`src/rtl/glyph_text_pkg.sv`:
```
// Shared types and default geometry for the glyph text renderer.
// The default configuration is a 32x64 glyph set of 4 glyphs with 8 string slots.
package glyph_text_pkg;

  localparam int GLYPH_WIDTH_DEF  = 32;
  localparam int GLYPH_HEIGHT_DEF = 64;
  localparam int NUM_GLYPHS_DEF   = 4;
  localparam int STR_LEN_DEF      = 8;
  localparam int X_WIDTH_DEF      = 10;
  localparam int Y_WIDTH_DEF      = 10;

  localparam int col_bits      = $clog2(GLYPH_WIDTH_DEF);
  localparam int row_bits      = $clog2(GLYPH_HEIGHT_DEF);
  localparam int code_bits     = $clog2(NUM_GLYPHS_DEF);
  localparam int slot_bits     = $clog2(STR_LEN_DEF);
  localparam int rom_addr_bits = $clog2(NUM_GLYPHS_DEF * GLYPH_HEIGHT_DEF);

  typedef logic [code_bits-1:0] glyph_code_t;
  typedef logic [slot_bits-1:0] slot_idx_t;

  // Stage-1 layout for the default geometry; the top module builds the same
  // layout from its own parameters.
  typedef struct packed {
    logic                v;
    logic                in_range;
    slot_idx_t           slot;
    logic [col_bits-1:0] col;
    logic [row_bits-1:0] row;
  } s1_t;

endpackage

```
`src/rtl/glyph_text_slots.sv`:
```
// String slot store: one glyph code plus an occupied flag per character slot,
// with a bulk clear, a single-slot write and a combinational read by index.
module glyph_text_slots
  import glyph_text_pkg::*;
#(
  parameter int str_len_p = STR_LEN_DEF,
  parameter int code_w_p  = code_bits,
  parameter int slot_w_p  = slot_bits
) (
  input  logic                clk_i,
  input  logic                reset_i,
  input  logic                we_i,
  input  logic [slot_w_p-1:0] addr_i,
  input  logic [code_w_p-1:0] code_i,
  input  logic                clear_i,
  input  logic [slot_w_p-1:0] rd_slot_i,
  output logic [code_w_p-1:0] rd_code_o,
  output logic                rd_occ_o
);

  logic [code_w_p-1:0]  r_code [str_len_p];
  logic [str_len_p-1:0] r_occ;

  // NOTE: the slot array is small and must read back as empty code 0 after
  // reset, so it is a reset register file rather than an inferred RAM.
  always_ff @(posedge clk_i or posedge reset_i) begin
    if (reset_i) begin
      for (int i = 0; i < str_len_p; i++) r_code[i] <= '0;
      r_occ <= '0;
    end else begin
      if (clear_i) r_occ <= '0;
      // A write issued with a clear wins for its own slot.
      if (we_i && (32'(addr_i) < str_len_p)) begin
        r_code[addr_i] <= code_i;
        r_occ[addr_i]  <= 1'b1;
      end
    end
  end

  assign rd_code_o = (32'(rd_slot_i) < str_len_p) ? r_code[rd_slot_i] : '0;
  assign rd_occ_o  = (32'(rd_slot_i) < str_len_p) ? r_occ[rd_slot_i]  : 1'b0;

endmodule

```
`src/rtl/glyph_text_renderer.sv`:
```
// Two-stage pixel query pipeline over an external combinational glyph ROM.
// Define GLYPH_TEXT_SCALE2_EN to render every glyph pixel as a 2x2 block.
module glyph_text_renderer
  import glyph_text_pkg::*;
#(
  parameter int glyph_width_p  = GLYPH_WIDTH_DEF,
  parameter int glyph_height_p = GLYPH_HEIGHT_DEF,
  parameter int num_glyphs_p   = NUM_GLYPHS_DEF,
  parameter int str_len_p      = STR_LEN_DEF,
  parameter int x_width_p      = X_WIDTH_DEF,
  parameter int y_width_p      = Y_WIDTH_DEF
) (
  input  logic                                           clk_i,
  input  logic                                           reset_i,
  input  logic                                           char_we_i,
  input  logic [$clog2(str_len_p)-1:0]                   char_addr_i,
  input  logic [$clog2(num_glyphs_p)-1:0]                char_code_i,
  input  logic                                           char_clear_i,
  input  logic                                           px_v_i,
  input  logic [x_width_p-1:0]                           px_x_i,
  input  logic [y_width_p-1:0]                           px_y_i,
  output logic                                           px_ready_o,
  output logic [$clog2(num_glyphs_p*glyph_height_p)-1:0] rom_addr_o,
  input  logic [glyph_width_p-1:0]                       rom_data_i,
  output logic                                           pix_v_o,
  output logic                                           pix_o,
  input  logic                                           pix_ready_i
);

  localparam int COL_W   = $clog2(glyph_width_p);
  localparam int ROW_W   = $clog2(glyph_height_p);
  localparam int SLOT_W  = $clog2(str_len_p);
  localparam int CODE_W  = $clog2(num_glyphs_p);
  localparam int ROM_W   = $clog2(num_glyphs_p * glyph_height_p);
  localparam int STR_PIX = str_len_p * glyph_width_p;

  typedef struct packed {
    logic              v;
    logic              in_range;
    logic [SLOT_W-1:0] slot;
    logic [COL_W-1:0]  col;
    logic [ROW_W-1:0]  row;
  } stage1_t;

  logic [x_width_p-1:0] w_x;
  logic [y_width_p-1:0] w_y;
  logic                 w_en;
  logic                 w_in_range;
  logic [CODE_W-1:0]    w_code;
  logic                 w_occ;
  logic                 w_ink;
  stage1_t              r_s1;
  logic                 r_pix_v;
  logic                 r_pix;

`ifdef GLYPH_TEXT_SCALE2_EN
  assign w_x = px_x_i >> 1;
  assign w_y = px_y_i >> 1;
`else
  assign w_x = px_x_i;
  assign w_y = px_y_i;
`endif

  assign w_en       = !r_pix_v || pix_ready_i;
  assign px_ready_o = w_en;
  assign w_in_range = (32'(w_x) < STR_PIX) && (32'(w_y) < glyph_height_p);

  glyph_text_slots #(
    .str_len_p (str_len_p),
    .code_w_p  (CODE_W),
    .slot_w_p  (SLOT_W)
  ) u_slots (
    .clk_i     (clk_i),
    .reset_i   (reset_i),
    .we_i      (char_we_i),
    .addr_i    (char_addr_i),
    .code_i    (char_code_i),
    .clear_i   (char_clear_i),
    .rd_slot_i (r_s1.slot),
    .rd_code_o (w_code),
    .rd_occ_o  (w_occ)
  );

  // Glyph height is a power of two, so code*height+row is a plain concatenation.
  assign rom_addr_o = (r_s1.v && r_s1.in_range)
                    ? ROM_W'(w_code) * ROM_W'(glyph_height_p) + ROM_W'(r_s1.row)
                    : '0;

  // MSB is the leftmost pixel; with a power-of-two width, width-1-col == ~col.
  assign w_ink = rom_data_i[~r_s1.col];

  // NOTE: pipeline state uses non-blocking assignments so both stages sample
  // pre-edge values and advance together.
  always_ff @(posedge clk_i or posedge reset_i) begin
    if (reset_i) begin
      r_s1    <= '0;
      r_pix_v <= 1'b0;
      r_pix   <= 1'b0;
    end else if (w_en) begin
      r_s1.v <= px_v_i;
      if (px_v_i) begin
        r_s1.in_range <= w_in_range;
        r_s1.slot     <= w_x[COL_W +: SLOT_W];
        r_s1.col      <= w_x[COL_W-1:0];
        r_s1.row      <= w_y[ROW_W-1:0];
      end
      r_pix_v <= r_s1.v;
      r_pix   <= r_s1.v && r_s1.in_range && w_occ && w_ink;
    end
  end

  assign pix_v_o = r_pix_v;
  assign pix_o   = r_pix;

endmodule

```
`config.mk`:
```
export PLATFORM = sky130hd
export DESIGN_NAME = glyph_text_renderer
export DESIGN_NICKNAME = d
export VERILOG_FILES = /design/src/rtl/glyph_text_pkg.sv /design/src/rtl/glyph_text_slots.sv /design/src/rtl/glyph_text_renderer.sv
export SDC_FILE = /design/constraint.sdc
export NUM_CORES = 1
export LEC_CHECK = 0
export BUFFER_PORTS_ARGS = -buffer_cell sky130_fd_sc_hd__buf_2
export CORE_ASPECT_RATIO = 0.9
export CORE_MARGIN = 1
export CORE_UTILIZATION = 53
export CTS_CLUSTER_SIZE = 16
export DETAILED_ROUTE_END_ITERATION = 16
export HOLD_SLACK_MARGIN = 0.06
export PLACE_DENSITY = 0.91
export RECOVER_POWER = 100
export SETUP_SLACK_MARGIN = 0.2
export SYNTH_ARGS = -nofsm -noshare
export SYNTH_HDL_FRONTEND = slang
export SYNTH_SLANG_ARGS = --single-unit
```
`constraint.sdc`:
```
create_clock -name clk_i -period 2.9 [get_ports clk_i]
set_input_delay 0.58 -clock clk_i [delete_from_list [all_inputs] [get_ports clk_i]]
set_output_delay 0.58 -clock clk_i [all_outputs]
set_load 0.005 [all_outputs]
```
==> flow_summary.ini, run 1 <==
[finish]
diodes = 0
layout-drive-gt1-share = 0.474
final_nets = 293
area_growth_pct = 23.1

[route]
drt_iter0_drc = 41
drt_first_pass_iters = 4
vias = 1550
vias_per_cell = 5.62
routed_wl_mm = 4.51
final_antenna_net_count = 0
wl_per_cell_um = 16.3
remaining_drc_errors = 0

[setup_path]
critPathLaunchType = flop
crit_type = flop to output port
r2r_slack_ps = 990
cp.arrival_ps = 1730
reg2reg_from = r_s1[6]
cp_max_fo = 7
worstSetupEndpointType = output port
crit_chain = mux4_2 -> mux2i_1 -> nor2_1 -> clkbuf_2
slowest_stage = dfrtp_1
reg2reg_depth = 4
required_ps = 2320
cp_num_buf_inv = 1
slowest_delay_ps = 560
r2r_end = pix_o
crit_family = multiplexers

[floorplan]
core.rowCount = 21
dieArea_um2 = 4260
core_um2 = 3780
die_x_um = 68.7
die_y_um = 62.0
start_util = 0.561
ios = 74

[synth]
synthFlopType = dfrtp_1
synth_area_leader_cell = dfrtp_1
synth_edf_count = 0
synth_nets = 218
synth.distinct_cells = 32
yosys-top-cells-count = dfrtp_1 (42), mux2_2 (30), mux4_2 (10), mux2i_1 (9), inv_1 (8)
synthTopCellsByArea = dfrtp_1 (49%), mux2_2 (16%), mux4_2 (11%)
yosysWarnings = 0
yosys_register_bits = 42
avgSynthCellArea_um2 = 13.7
syn_area_um2 = 2120
postSynth.asyncResetShare = 1.00
yosysMostFrequentCell = dfrtp_1
yosysSeqAreaShare = 0.495
netlist.area_leader.share = 0.495
synthCells = 155

[sta]
rsz0062_at_grt = no
slew_violations = 0
timing.setup.tns_ps = 0
fin_skew_ps = 6.81
period_needed_ps = 2310
worst_pin_slew_ps = 639
finalSetupViolCount = 0
period_share = 0.797
fmax_mhz = 433
slew_headroom = 0.573
finalHoldViolCount = 0

[cts]
htree_levels = 2
cts_hold_buf = 0
worstSkewPairLatency_ps = 290
clockBufferDepth = 2
root_buffer = clkbuf_8
cts_resized = 0
path_clk_slew_ps = 80
clock-sinks = 42
post_cts_buffers = 0
cts_buffers = 5
cts_tree = done

[pwr]
cellPowerDensity_nw_per_um2 = 589
switching_share = 0.246
combinationalPowerShare = 0.203
vdd_drop_max_mv = 0.428
fin_total_pwr_uw = 1540
p_leak_uw = 0.00127
seqPwrFrac = 0.498
power_frac_clock = 0.299
internal_power_uw = 1160
power_switching_uw = 378

[global_route]
globalRoute.totalOverflow = 0
grt_pass1_wl_mm = 6.67
grt_usage = 0.224
grt_pass1_vias = 1496
grt_max_degree = 43
grt_antenna_before_repair = 0

[place]
place_congestion = 0.828
dp_hpwl_mm = 3.41
io_buffers = 73

[job]
max-cap-violations = 0

[worst_hold_path]
min_path_type = input port to async pin

[status]
status = completed
-- final cells by class --
type | instances | area, µm²
fillers | 287 | 1170
flip-flops and latches | 42 | 1050
multi-input cells | 99 | 1000
repair buffers | 74 | 359
clock buffers | 6 | 82.6
well taps | 46 | 57.6
clock inverters | 1 | 30.0
inverters | 8 | 30.0
-- logic make-up (layout without fill, tap and decap cells) --
family | after synthesis | in the layout | share of synthesized area
simple gates | 32 | 32 | 0.0866
compound gates | 16 | 16 | 0.0548
mux | 51 | 51 | 0.332
buf+inv | 14 | 89 | 0.0312
flops | 42 | 42 | 0.495
-- worst min-delay path, stage by stage --
cell and delay [ps]:
buf_2 90, inv_1 40, buf_4 440
-- per-layer routing --
layer | GRT usage | up-vias | routed length (µm)
li1 | - | 730 | -
met1 | 0.262 | 757 | 1860
met2 | 0.410 | 58 | 2250
met3 | 0.0602 | 5 | 354
met4 | 0.0612 | 0 | 45
met5 | 0 | - | 0
-- layout by cell type (no fill, tap or decap) --
| cell type | netlist | final |
|---|---|---|
| buf_2 | 1 | 60 |
| dfrtp_1 | 42 | 42 |
| mux2_2 | 30 | 29 |
| clkbuf_1 | 1 | 11 |
| mux4_2 | 10 | 10 |
| mux2i_1 | 9 | 9 |
| inv_1 | 8 | 8 |
| nand2_1 | 6 | 7 |
| and3_1 | 7 | 7 |
| clkbuf_8 | 0 | 6 |
| nor2_1 | 4 | 4 |
| o21ai_0 | 4 | 4 |
| a21o_1 | 4 | 4 |
| nand4b_1 | 3 | 3 |
| nand2b_1 | 2 | 2 |
| nor3b_1 | 2 | 2 |
| mux4_1 | 2 | 2 |
| nor2b_1 | 2 | 2 |
| a221o_1 | 2 | 2 |
| o221ai_1 | 2 | 2 |
| nor3_1 | 2 | 2 |
| clkbuf_2 | 1 | 2 |
| nand4_1 | 1 | 1 |
| and2_1 | 1 | 1 |
| a21boi_0 | 1 | 1 |
| o31ai_1 | 1 | 1 |
| a21oi_1 | 1 | 1 |
| or4_1 | 1 | 1 |
| o41ai_1 | 1 | 1 |
| mux2_1 | 0 | 1 |
| bufinv_16 | 0 | 1 |
| buf_4 | 1 | 1 |
-- per-stage QoR --
stage | instance area [µm²] | std cells | worst slack (ps) | utilization | hold slack (ps)
after CTS | 2630 | 276 | 547 | 0.695 | 417
after floorplan | 2120 | 155 | 1120 | - | 448
after global routing | 2610 | 276 | 477 | 0.691 | 463
final | 2610 | 276 | 588 | 0.691 | 404
after detailed placement | 2520 | 269 | 871 | 0.665 | 467
after global placement | 2520 | 269 | 912 | 0.665 | 463
-- how the worst max path moves through the flow --
stage,to,startpoint,depth (start not counted),slack (ps)
floorplan,rom_addr_o[6],r_s1[11],4,1120
global placement,rom_addr_o[7],r_s1[11],4,910
detailed placement,rom_addr_o[6],r_s1[11],4,870
CTS,rom_addr_o[6],r_s1[11],4,550
global route,rom_addr_o[6],r_s1[11],4,480
finish,rom_addr_o[6],r_s1[11],4,590
-- power groups by stage --
| stage | clock [µW] | sequential (µW) | combinational, µW |
|---|---|---|---|
| 6_report | 460 | 766 | 312 |
| 5_1_grt | 498 | 781 | 344 |
| 4_1_cts | 472 | 767 | 320 |
| 3_5_place_dp | 0 | 778 | 317 |
| 3_3_place_gp | 0 | 773 | 304 |
| 2_1_floorplan | 0 | 723 | 273 |
-- registers in the layout, indices dropped and copies added (netlist names) --
register,flops
pix_v_o,1
r_s1,16
u_slots.r_occ,8
u_slots.r_code,16
pix_o,1
Power figures use the tool's default switching activity.
==> inputs of run 2 (changes only) <==
--- a/config.mk
+++ b/config.mk
@@ -8,11 +8,11 @@
 export BUFFER_PORTS_ARGS = -buffer_cell sky130_fd_sc_hd__buf_2
 export CORE_ASPECT_RATIO = 0.9
 export CORE_MARGIN = 1
-export CORE_UTILIZATION = 53
+export CORE_UTILIZATION = 45
 export CTS_CLUSTER_SIZE = 16
 export DETAILED_ROUTE_END_ITERATION = 16
 export HOLD_SLACK_MARGIN = 0.06
-export PLACE_DENSITY = 0.91
+export PLACE_DENSITY = 0.83
 export RECOVER_POWER = 100
 export SETUP_SLACK_MARGIN = 0.2
 export SYNTH_ARGS = -nofsm -noshare
==> constraint.sdc (replaced) <==
create_clock -name clk_i -period 2 [get_ports clk_i]
set_input_delay 0.4 -clock clk_i [delete_from_list [all_inputs] [get_ports clk_i]]
set_output_delay 0.4 -clock clk_i [all_outputs]
set_load 0.005 [all_outputs]
==> run 2 against run 1 <==
  * The run now ends with negative setup slack left
  * Setup slack got worse by 600 ps
  * Flip-flop and latch count unchanged
  * Clock skew decreased by 5.6 ps
  * Combinational power increased by 53%
  * Global-route usage decreased by 2.2 points
  * Critical path type unchanged
  * Die area increased by 17%
  * Critical path depth unchanged
  * Largest power group unchanged
  * Sequential share of layout area decreased by 0.31 points
  * Cell count increased by 7.6%
  * Largest cell class unchanged
  * Non-clock buffer count increased by 4
  * First-iteration DRC count increased by 100%
==> flow_summary.ini, run 2 (same netlist as run 1, synthesis figures left out) <==
[job]
max-cap-violations = 0

[setup_path]
slowest_stage = mux4_2
r2r_slack_ps = 320
required_ps = 1600
cp_max_fo = 5
crit_type = flop to output port
r2r_end = pix_o
slowest_delay_ps = 520
worstSetupEndpointType = output port
reg2reg_from = r_s1[6]
cp.arrival_ps = 1610
reg2reg_depth = 5
crit_chain = mux4_2 -> mux2i_1 -> nor2_1 -> buf_2
crit_family = multiplexers
cp_num_buf_inv = 1
critPathLaunchType = flop

[cts]
clock-sinks = 42
root_buffer = clkbuf_8
worstSkewPairLatency_ps = 290
path_clk_slew_ps = 70
cts_tree = done
cts_buffers = 5
clockBufferDepth = 2
cts_hold_buf = 0
htree_levels = 2

[sta]
finalHoldViolCount = 0
worst_pin_slew_ps = 1010
finalSetupViolCount = 1
fin_skew_ps = 1.18
worst_slack_ps = -9.26
slew_headroom = 0.329
slew_violations = 0
period_share = 1.00
rsz0062_at_grt = yes
fmax_mhz = 498
period_needed_ps = 2010

[finish]
layout_common_cells = buf_2 (63), dfrtp_1 (40), mux2_2 (30)
final_common_cell = buf_2
layout-drive-gt1-share = 0.494
utilization = 0.588
diodes = 0
area_growth_pct = 24.3
n_fill_cell = 388
final_nets = 297
reg_top3 = r_s1 (16), u_slots.r_code (16), u_slots.r_occ (8)
layoutNonFillerInstCount = 297

[route]
drt_iter0_drc = 82
final_antenna_net_count = 0
drt_first_pass_iters = 4
routed_wl_mm = 4.71
remaining_drc_errors = 0
wl_per_cell_um = 15.9
vias = 1575
vias_per_cell = 5.30

[global_route]
grt_pass1_vias = 1531
grt_usage = 0.203
grtUsageMet3 = 0.0478
grtUsageMet2 = 0.333
met1_usage = 0.255
grt_antenna_before_repair = 0
globalRoute.totalOverflow = 0
grt_busiest_layer = met2
grt_max_degree = 43
grt_pass1_wl_mm = 7.27

[pwr]
vdd_drop_max_mv = 0.486
p_leak_uw = 0.00127
cellPowerDensity_nw_per_um2 = 808

[worst_hold_path]
min_delay_path_depth = 2
worstHoldStart = px_x_i[8]
min_path_type = input port to flop
worstHoldEndpoint = r_s1[14]

[place]
dpl.cell_count = 288
dp_hpwl_mm = 3.64
place_congestion = 0.813
io_buffers = 73

[floorplan]
die_y_um = 67.2
ios = 74
die_x_um = 74.4
dieArea_um2 = 5000
start_util = 0.473
core_um2 = 4490
core.rowCount = 23

[status]
violations = negative setup slack
status = finished with violations
## run 2: cell count changes in the layout (fill, tap and decap cells not counted), sizes merged
cell and change:
buf +5, bufinv -1, clkinv +1
## run 2: through the flow
stage	area, µm²	worst slack, ps	hold WS, ps	setup TNS, ps	power [µW]
floorplan	2120	404	448	0	1440
global placement	2560	192	463	0	1570
detailed placement	2560	135	469	0	1600
CTS	2660	-33.2	249	-43.7	2170
global route	2640	-142	309	-216	2260
finish	2640	-9.26	317	-9.26	2130
## run 2: cell type report
cell class | instances | area [µm²] | area share
Inverter | 8 | 30.0 | 0.0114
Multi-Input combinational cell | 99 | 1000 | 0.380
Timing Repair Buffer | 78 | 384 | 0.145
Tap cell | 62 | 77.6 | 0.0294
Sequential cell | 42 | 1050 | 0.399
Clock inverter | 1 | 5.00 | 0.00190
Clock buffer | 7 | 86.3 | 0.0327
## run 2: worst max-delay path by stage
stage | start | slack [ps] | end | cells after the start
after floorplan | r_s1[11] | 400 | rom_addr_o[6] | 4
after global placement | r_s1[11] | 190 | rom_addr_o[6] | 4
after detailed placement | r_s1[11] | 140 | rom_addr_o[6] | 4
after CTS | r_s1[11] | -30 | rom_addr_o[6] | 4
after global routing | r_s1[11] | -140 | rom_addr_o[6] | 4
final | r_s1[11] | -9 | rom_addr_o[6] | 4
## run 2: power breakdown
part           internal [µW]  leakage (µW)  switching, µW  total, µW
clock                    278     0.0000482            273        551
combinational            312      0.000715            163        476
sequential               985      0.000512            122       1110
## run 2: repair_timing
action | CTS | global route
setup endpoints to repair | 2 | 3
gates resized for setup | 1 | 1
cloned | 0 | 0
pin swaps | 0 | 1
setup buffers | 1 | 0
## run 2: metal layers
metal,part of all wire,up-vias
li1,-,745
met1,0.42,759
met2,0.49,66
met3,0.076,5
met4,0.011,0
met5,0,-
## run 2: worst register-to-register path, cell delays in order (launching register included)
cell and delay, ps:
dfrtp_2 450, buf_4 190, mux4_1 560, nor2_1 110, o221ai_1 110, and3_1 150
==> inputs of run 3 (changes only) <==
--- a/config.mk
+++ b/config.mk
@@ -5,6 +5,7 @@
 export SDC_FILE = /design/constraint.sdc
 export NUM_CORES = 1
 export LEC_CHECK = 0
+export ABC_AREA = 1
 export BUFFER_PORTS_ARGS = -buffer_cell sky130_fd_sc_hd__buf_2
 export CORE_ASPECT_RATIO = 0.9
 export CORE_MARGIN = 1
==> run 3 against run 2 <==
  * The run now ends clean
  * Synthesized cell count is 99% higher
  * Area after synthesis up 3.2%
  * Clock skew rose by 5.6 ps
  * Combinational power is 5.5% higher
  * Cell count up 51%
  * Critical endpoint is now rom_addr_o[7]
  * Largest power group unchanged
==> flow_summary.ini, run 3 <==
[setup_path]
cp_max_fo = 8
required_ps = 1600
slowest_delay_ps = 460
crit_chain = inv_4 -> buf_4 -> o21ai_0 -> a31oi_1 -> buf_2
critPathLaunchType = flop
r2r_end = pix_o
slowest_stage = dfrtp_2
crit_type = flop to output port
reg2reg_depth = 9
cp_num_buf_inv = 3
reg2reg_from = r_s1[6]
crit_family = flip-flops
worstSetupEndpointType = output port
cp.arrival_ps = 1430
r2r_slack_ps = 380

[pwr]
cellPowerDensity_nw_per_um2 = 830
fin_total_pwr_uw = 2260
p_leak_uw = 0.00152
switching_share = 0.310
power_frac_clock = 0.306
vdd_drop_max_mv = 0.491
seqPwrFrac = 0.473
combinationalPowerShare = 0.222
power_switching_uw = 702
internal_power_uw = 1560

[synth]
syn_area_um2 = 2190
synth_area_leader_cell = dfrtp_1
synth_nets = 371
yosysMostFrequentCell = nand2_1
avgSynthCellArea_um2 = 7.11
synth_edf_count = 0
synthCells = 308
yosys-top-cells-count = nand2_1 (94), nor2_1 (47), dfrtp_1 (42), inv_1 (36), o21ai_0 (31)
synthTopCellsByArea = dfrtp_1 (48%), nand2_1 (16%), nor2_1 (8.1%)
yosysWarnings = 0
netlist.area_leader.share = 0.480
synthFlopType = dfrtp_1
yosysSeqAreaShare = 0.480
postSynth.asyncResetShare = 1.00
yosys_register_bits = 42
synth.distinct_cells = 16

[sta]
timing.setup.tns_ps = 0
worst_pin_slew_ps = 980
fin_skew_ps = 6.74
finalSetupViolCount = 0
slew_headroom = 0.346
fmax_mhz = 546
period_share = 0.917
finalHoldViolCount = 0
rsz0062_at_grt = yes
hold_ws_ps = 330
slew_violations = 0
period_needed_ps = 1830

[floorplan]
core.rowCount = 23
core_um2 = 4580
start_util = 0.479
die_x_um = 75.6
dieArea_um2 = 5150
ios = 74
die_y_um = 68.2

[worst_hold_path]
min_path_type = input port to flop
min_delay_path_depth = 2
worstHoldEndpoint = u_slots.r_occ[1]
worstHoldStart = char_clear_i

[route]
vias = 2187
drt_iter0_drc = 147
remaining_drc_errors = 0
routed_wl_mm = 5.27
wl_per_cell_um = 11.7
drt_first_pass_iters = 4
vias_per_cell = 4.87
final_antenna_net_count = 0

[finish]
reg_top3 = r_s1 (16), u_slots.r_code (16), u_slots.r_occ (8)
layout_common_cells = nand2_1 (94), buf_2 (60), nor2_1 (47)
layout-drive-gt1-share = 0.209
diodes = 0
area_growth_pct = 24.6
final_nets = 449
final_common_cell = nand2_1

[place]
io_buffers = 73
place_congestion = 1.01
dp_hpwl_mm = 3.96

[cts]
path_clk_slew_ps = 90
clockBufferDepth = 2
htree_levels = 2
worstSkewPairLatency_ps = 300
root_buffer = clkbuf_8
cts_buffers = 5
clock-sinks = 42
cts_tree = done

[status]
status = completed

[global_route]
grt_usage = 0.228
grt_max_degree = 43
globalRoute.totalOverflow = 0
grt_pass1_vias = 2012
grt_antenna_before_repair = 0
grt_pass1_wl_mm = 8.68

[job]
max-cap-violations = 0
-- run 3: changes by cell type after synthesis, sizes merged, moves of 4 or more --
cell | before | now
mux4 | 12 | 0
and3 | 7 | 0
nand2 | 7 | 94
a21oi | 1 | 16
buf | 4 | 9
a21o | 4 | 0
nor2 | 4 | 47
mux2i | 9 | 0
nand3 | 0 | 23
mux2 | 30 | 0
o21ai | 4 | 31
inv | 8 | 38
-- run 3: worst max path at each step --
stage	from	end	slack, ps	depth (start not counted)
after floorplan	r_s1[11]	rom_addr_o[6]	550	6
after global placement	r_s1[11]	rom_addr_o[6]	370	6
after detailed placement	r_s1[11]	rom_addr_o[6]	340	6
after CTS	r_s1[11]	rom_addr_o[6]	170	5
after global routing	r_s1[11]	rom_addr_o[6]	20	6
final	r_s1[11]	rom_addr_o[7]	170	5
-- run 3: cells by family (layout without fill, tap and decap cells) --
group / after synthesis / count (layout) / share of synthesized area
and+or+nand+nor: 165 / 165 / 0.297
AOI/OAI and AO/OA: 54 / 54 / 0.128
buffers and inverters: 47 / 126 / 0.0948
DFF: 42 / 42 / 0.480
-- run 3: stage by stage --
stage | cells | utilization | setup slack [ps] | area, µm²
6_report | 449 | 0.596 | 167 | 2730
2_1_floorplan | 308 | - | 553 | 2190
3_5_place_dp | 437 | 0.567 | 341 | 2590
3_3_place_gp | 437 | 0.567 | 371 | 2590
4_1_cts | 449 | 0.602 | 169 | 2750
5_1_grt | 449 | 0.596 | 15.6 | 2730
-- run 3: what timing repair did --
item | in CTS | in global routing
setup endpoints to repair | 2 | 2
gates resized for setup | 10 | 0
pin swaps | 3 | 0
buffers inserted | 4 | 0
hold buffers | 0 | 0
-- run 3: power by group through the flow --
stage          Sequential (µW)  Combinational [µW]  Clock [µW]
2_1_floorplan             1030                 380           0
3_3_place_gp              1070                 471           0
3_5_place_dp              1080                 482           0
4_1_cts                   1070                 508         706
5_1_grt                   1080                 584         743
6_report                  1070                 502         692
-- run 3: per-layer routing --
metal  track usage  share of wire  vias up  wire, µm
met5             0              0        -         0
met4        0.0764          0.010        0        53
met3        0.0383          0.069        6       362
met2         0.386           0.45       83      2380
met1         0.296           0.47      978      2470
li1              -              -     1120         -
-- run 3: final cells by class --
type                       count  area, µm²
timing repair buffer          80        400
inverter                      38        148
tap                           62       77.6
clock inverter                 3       48.8
fill                         441       1850
multi-input combinational    219        932
sequential                    42       1050
clock buffer                   5       68.8
